<file path="src/rtl/key_sched_ctrl.sv">
// AES-128 key-schedule controller: iterative round-key expansion plus a round-robin shared read port.
// Optional build macro KEY_SCHED_ZEROIZE_EN clears the key store and read register on reset/load.
module key_sched_ctrl #(
    parameter int NROUNDS = 10
) (
    input  logic         clk,
    input  logic         rst,
    input  logic         key_load,
    input  logic [127:0] key_in,
    output logic         busy,
    output logic         keys_ready,
    input  logic         enc_req,
    input  logic [3:0]   enc_round,
    output logic         enc_gnt,
    input  logic         dec_req,
    input  logic [3:0]   dec_round,
    output logic         dec_gnt,
    output logic [127:0] rkey_out,
    output logic         rkey_valid,
    output logic         rkey_owner,
    output logic         range_err
);

    localparam logic [3:0] LAST = 4'(NROUNDS);

    localparam logic [0:255][7:0] SBOX = {
        128'h637c777bf26b6fc53001672bfed7ab76, 128'hca82c97dfa5947f0add4a2af9ca472c0,
        128'hb7fd9326363ff7cc34a5e5f171d83115, 128'h04c723c31896059a071280e2eb27b275,
        128'h09832c1a1b6e5aa0523bd6b329e32f84, 128'h53d100ed20fcb15b6acbbe394a4c58cf,
        128'hd0efaafb434d338545f9027f503c9fa8, 128'h51a3408f929d38f5bcb6da2110fff3d2,
        128'hcd0c13ec5f974417c4a77e3d645d1973, 128'h60814fdc222a908846eeb814de5e0bdb,
        128'he0323a0a4906245cc2d3ac629195e479, 128'he7c8376d8dd54ea96c56f4ea657aae08,
        128'hba78252e1ca6b4c6e8dd741f4bbd8b8a, 128'h703eb5664803f60e613557b986c11d9e,
        128'he1f8981169d98e949b1e87e9ce5528df, 128'h8ca1890dbfe6426841992d0fb054bb16
    };

    typedef enum logic [1:0] {IDLE, EXPAND, READY} state_t;

    state_t       state, next_state;
    logic [3:0]   cnt;
    logic         rr_dec_first;     // 1 = decrypt wins the next tie
    logic [127:0] slots [0:NROUNDS];
    logic [127:0] work_key;         // copy of slot[cnt-1], feeds the expansion step
    logic [127:0] next_key;
    logic [127:0] rd_data;
    logic [3:0]   gnt_idx;
    logic         gnt_any;
    logic         range_bad;

    function automatic logic [31:0] sub_word(input logic [31:0] w);
        return {SBOX[w[31:24]], SBOX[w[23:16]], SBOX[w[15:8]], SBOX[w[7:0]]};
    endfunction

    function automatic logic [7:0] rcon(input logic [3:0] c);
        case (c)
            4'd1:    return 8'h01;
            4'd2:    return 8'h02;
            4'd3:    return 8'h04;
            4'd4:    return 8'h08;
            4'd5:    return 8'h10;
            4'd6:    return 8'h20;
            4'd7:    return 8'h40;
            4'd8:    return 8'h80;
            4'd9:    return 8'h1b;
            4'd10:   return 8'h36;
            default: return 8'h00;
        endcase
    endfunction

    logic [31:0] w0, w1, w2, w3, t, n0, n1, n2, n3;
    assign {w0, w1, w2, w3} = work_key;
    assign t        = sub_word({w3[23:0], w3[31:24]}) ^ {rcon(cnt), 24'h0};
    assign n0       = w0 ^ t;
    assign n1       = w1 ^ n0;
    assign n2       = w2 ^ n1;
    assign n3       = w3 ^ n2;
    assign next_key = {n0, n1, n2, n3};

    assign busy       = (state == EXPAND);
    assign keys_ready = (state == READY);
    assign gnt_any    = enc_gnt | dec_gnt;
    assign gnt_idx    = dec_gnt ? dec_round : enc_round;

    // NOTE: every signal driven here gets a default first, so no path can infer a latch.
    always_comb begin
        next_state = state;
        enc_gnt    = 1'b0;
        dec_gnt    = 1'b0;
        case (state)
            IDLE:    if (key_load) next_state = EXPAND;
            EXPAND:  if (!key_load && cnt == LAST) next_state = READY;
            READY: begin
                if (key_load) begin
                    next_state = EXPAND;
                end else if (enc_req && (!dec_req || !rr_dec_first)) begin
                    enc_gnt = 1'b1;
                end else if (dec_req) begin
                    dec_gnt = 1'b1;
                end
            end
            default: next_state = IDLE;
        endcase
    end

    always_comb begin
        rd_data   = '0;
        range_bad = (gnt_idx > LAST);
        if (!range_bad) rd_data = slots[gnt_idx];
    end

    // NOTE: sequential state uses non-blocking assignments so all registers update from pre-edge values.
    always_ff @(posedge clk or posedge rst) begin
        if (rst) begin
            state        <= IDLE;
            cnt          <= 4'd0;
            rr_dec_first <= 1'b0;
            rkey_out     <= '0;
            rkey_valid   <= 1'b0;
            rkey_owner   <= 1'b0;
            range_err    <= 1'b0;
        end else begin
            state      <= next_state;
            rkey_valid <= gnt_any;
            range_err  <= gnt_any & range_bad;
            if (key_load) begin
                cnt <= 4'd1;
            end else if (state == EXPAND && cnt != LAST) begin
                cnt <= cnt + 4'd1;
            end
            if (gnt_any) begin
                rkey_out     <= rd_data;
                rkey_owner   <= dec_gnt;
                rr_dec_first <= enc_gnt;
            end
`ifdef KEY_SCHED_ZEROIZE_EN
            else if (key_load || state == EXPAND) begin
                rkey_out <= '0;
            end
`endif
        end
    end

`ifdef KEY_SCHED_ZEROIZE_EN
    always_ff @(posedge clk or posedge rst) begin
        if (rst) begin
            for (int i = 0; i <= NROUNDS; i++) slots[i] <= '0;
            work_key <= '0;
        end else if (key_load) begin
            for (int i = 1; i <= NROUNDS; i++) slots[i] <= '0;
            slots[0] <= key_in;
            work_key <= key_in;
        end else if (state == EXPAND) begin
            slots[cnt] <= next_key;
            work_key   <= next_key;
        end
    end
`else
    // NOTE: the key store is a data array with no reset; reads are only granted once it is fully written.
    always_ff @(posedge clk) begin
        if (key_load) begin
            slots[0] <= key_in;
            work_key <= key_in;
        end else if (state == EXPAND) begin
            slots[cnt] <= next_key;
            work_key   <= next_key;
        end
    end
`endif

endmodule
</file>
<file path="config.mk">
export PLATFORM = sky130hd
export DESIGN_NAME = key_sched_ctrl
export DESIGN_NICKNAME = d
export VERILOG_FILES = /design/src/rtl/key_sched_ctrl.sv
export SDC_FILE = /design/constraint.sdc
export NUM_CORES = 2
export LEC_CHECK = 0
export ABC_AREA = 1
export CAP_MARGIN = 20
export CORE_MARGIN = 1
export CORE_UTILIZATION = 45
export DETAILED_ROUTE_END_ITERATION = 10
export GPL_TIMING_DRIVEN = 0
export PLACE_DENSITY = 0.68
export SLEW_MARGIN = 40
export SYNTH_ARGS = -nofsm -noshare
export SYNTH_HDL_FRONTEND = slang
export SYNTH_SLANG_ARGS = --single-unit
</file>
<file path="constraint.sdc">
create_clock -name clk -period 12.1 [get_ports clk]
set_input_delay 3.63 -clock clk [delete_from_list [all_inputs] [get_ports clk]]
set_output_delay 3.63 -clock clk [all_outputs]
set_load 0.05 [all_outputs]
</file>
==> metrics.txt <==
Yosys warnings 0; min Tclk post-route 9.69 ns; nets 9424; period utilization 80.1%; Synth area leaders edfxtp_1 (57%), nand3_1 (14%), nand2_1 (13%); DRT Wirelength 371000 um; Post-DRT Antenna Nets 0; P&R area growth vs syn 18.9%; Distinct cells, synth 40; Mapped Cells 8553; largest net degree at the start of global routing 71; crit-path cells buf_2, nor2_2, inv_1, nor2_1, clkdlybuf4s50_1; commonest cells after routing, fill and taps aside nand2_1 (2838), nand3_1 (2210), edfxtp_1 (1536); outcome complete, no violations; number of synthesized flops with an enable pin 1536; sequential area share after synthesis 61.1%; first-pass GRT wire length 512000 um; CP Capture Type output pin; initial detailed-routing violation count 10500; number of port buffers 274; Final Wtd Congestion 1.08; CP arrival 6.06 ns; vias per std cell 6.24; number of fill cells 15700; Syn Area/Cell 9.48 um2; Via Count 73200; Register Area 0.0496 mm2; Worst EP required 8.47 ns; VDD IR-drop max 187 uV; CTS H-Tree Depth 4; WS Path Type input pin to output pin; DIE HEIGHT 426 um; Clk pin slew, worst setup/hold paths 0.06 ns; die area 0.182 mm2; Inserted Clock Buffers 169; dpl hpwl 279000 um; GRT Total Usage 40.0%; initial antenna violation count 31; crit-path max FO 10; Avg WL per Cell 31.7 um; Clock Sinks 1674; share of layout cells above drive strength 1 10.5%; Max Cap Violations 0; number of I/O pins 276; Setup Viol. Count Final 0; Setup TNS 0 ns; most common cell after layout, fill and taps aside nand2_1; Post-CTS Setup Bufs 0; post-synth top area cell edfxtp_1; Resize count post-CTS 0; Max transition margin 35.3%; hold buffers post-CTS 0; TritonCTS clock tree done; hold crit path type register to register; worst clock skew 0.0528 ns; die width 426 um; Clock Tree Buf Depth 3; gr ovfl total 0; starting density of the core 45.4%; Fmax achieved 103 MHz; Slew @ Worst Pin 0.971 ns; DRC viols 0; Worst path max stage delay 0.84 ns; Seq cells post-synth 1674; vias in the first global route 68600; multi-input combinational cell area 0.0286 mm2; Synth Cell Area 0.0811 mm2; share of flip-flops with an asynchronous set or reset 8.24%; cell row count 155; RSZ-0062 raised after global routing no; total leakage power 38.2 nW; CP max stage cell clkdlybuf4s50_1; Clock Latency Late Sink 0.85 ns; core area 0.179 mm2; First-pass DRT Iterations 10; Root Buffer clkbuf_16; PwrDens 279 mW/mm2; Top FF cell, synth edfxtp_1; Pwr Total 0.0269 W; Final Max Tran Viols 0; post-synth top area share 56.9%; Fin. Hold Viols 0; post-synth net total 8758; CP startpoint kind input pin
[layer usage]
| layer | vias up | routed length (um) | global-route usage [%] | share of wire [%] |
|---|---|---|---|---|
| li1 | 31300 | - | - | - |
| met1 | 35800 | 142000 | 53.0 | 38 |
| met2 | 5084 | 161000 | 59.6 | 43 |
| met3 | 1050 | 41400 | 8.68 | 11 |
| met4 | 12 | 26900 | 25.7 | 7.2 |
| met5 | - | 74 | 0 | 0.020 |
[where the power goes]
group | total (W) | internal (W) | switching (W)
Sequential | 0.00841 | 0.00804 | 0.000374
Clock | 0.00514 | 0.00284 | 0.00230
Combinational | 0.0133 | 0.00319 | 0.0101
[cells by family after synthesis]
group	after synthesis	share of synthesized area, %
compound gates	661	4.97
xor+xnor	8	0.0864
flops	1674	61.1
simple gates	5315	28.3
buf+inv	831	4.53
fa+ha+maj	64	0.997
[Yosys cell counts (2+ instances only)]
cell type and number:
a21oi_1 114, a21oi_2 2, a31oi_1 5, a32o_1 127, buf_1 56, buf_2 240
buf_4 50, buf_6 8, clkbuf_1 220, clkinv_1 7, dfrtp_1 138, edfxtp_1 1536
ha_1 63, inv_1 231, inv_2 17, nand2_1 2843, nand2_2 13, nand3_1 2210
nand3_2 3, nand3b_1 24, nand4_1 16, nor2_1 197, nor2_2 3, nor3_1 2
o211ai_1 15, o21ai_0 339, o21ai_1 49, o22ai_1 6, or2_2 2, xnor2_1 3
xor2_1 5
[area by class of cell]
cell class | instances | area share, %
antenna | 18 | 0.0467
sequential | 1674 | 51.4
tap | 2355 | 3.06
buffer | 575 | 2.89
multi-input combinational | 6048 | 29.7
inverter | 256 | 1.02
clock buffer | 224 | 4.79
timing repair buffer | 495 | 6.24
clock inverter | 92 | 0.861
[metrics by stage]
| step | utilization (%) | instance area [um2] | hold slack [ns] | cells | setup slack (ns) |
|---|---|---|---|---|---|
| after floorplan | - | 81100 | 0.419 | 8553 | -1.77 |
| after global placement | 48.6 | 86800 | 0.435 | 11200 | -11.71 |
| after detailed placement | 50.9 | 90800 | 0.453 | 11400 | 2.47 |
| after CTS | 53.9 | 96300 | 0.461 | 11700 | 2.46 |
| after global routing | 53.9 | 96300 | 0.472 | 11700 | 2.46 |
| final | 54.0 | 96400 | 0.463 | 11700 | 2.41 |
[path summary, 6_finish.rpt]
check / from / to / slack, ns / depth (start not counted)
setup / recovery: key_load / enc_gnt / 2.41 / 5
hold / removal: state[0]$_DFFE_PP0P_ / state[0]$_DFFE_PP0P_ / 0.46 / 1
setup reg to reg: work_key[24]$_DFFE_PP_ / slots[4][5]$_DFFE_PP_ / 6.57 / 19
hold reg to reg: state[0]$_DFFE_PP0P_ / state[0]$_DFFE_PP0P_ / 0.46 / 1
max in group asynchronous: rst / rkey_out[63]$_DFFE_PP0P_ / 8.18 / 3
min in group asynchronous: rst / rkey_out[8]$_DFFE_PP0P_ / 3.15 / 2
[critical path, delay by kind of cell]
| family | cells | cell delay [ns] |
|---|---|---|
| and+or+nand+nor | 2 | 0.86 |
| buffers and inverters | 3 | 1.55 |
[state kept, by name, summed over array words and instances (netlist names), 2 cells and up]
| register | cells |
|---|---|
| cnt | 4 |
| rkey_out | 128 |
| slots | 1408 |
| state | 2 |
| work_key | 128 |
Note: power is estimated with default switching activity, not from simulation.
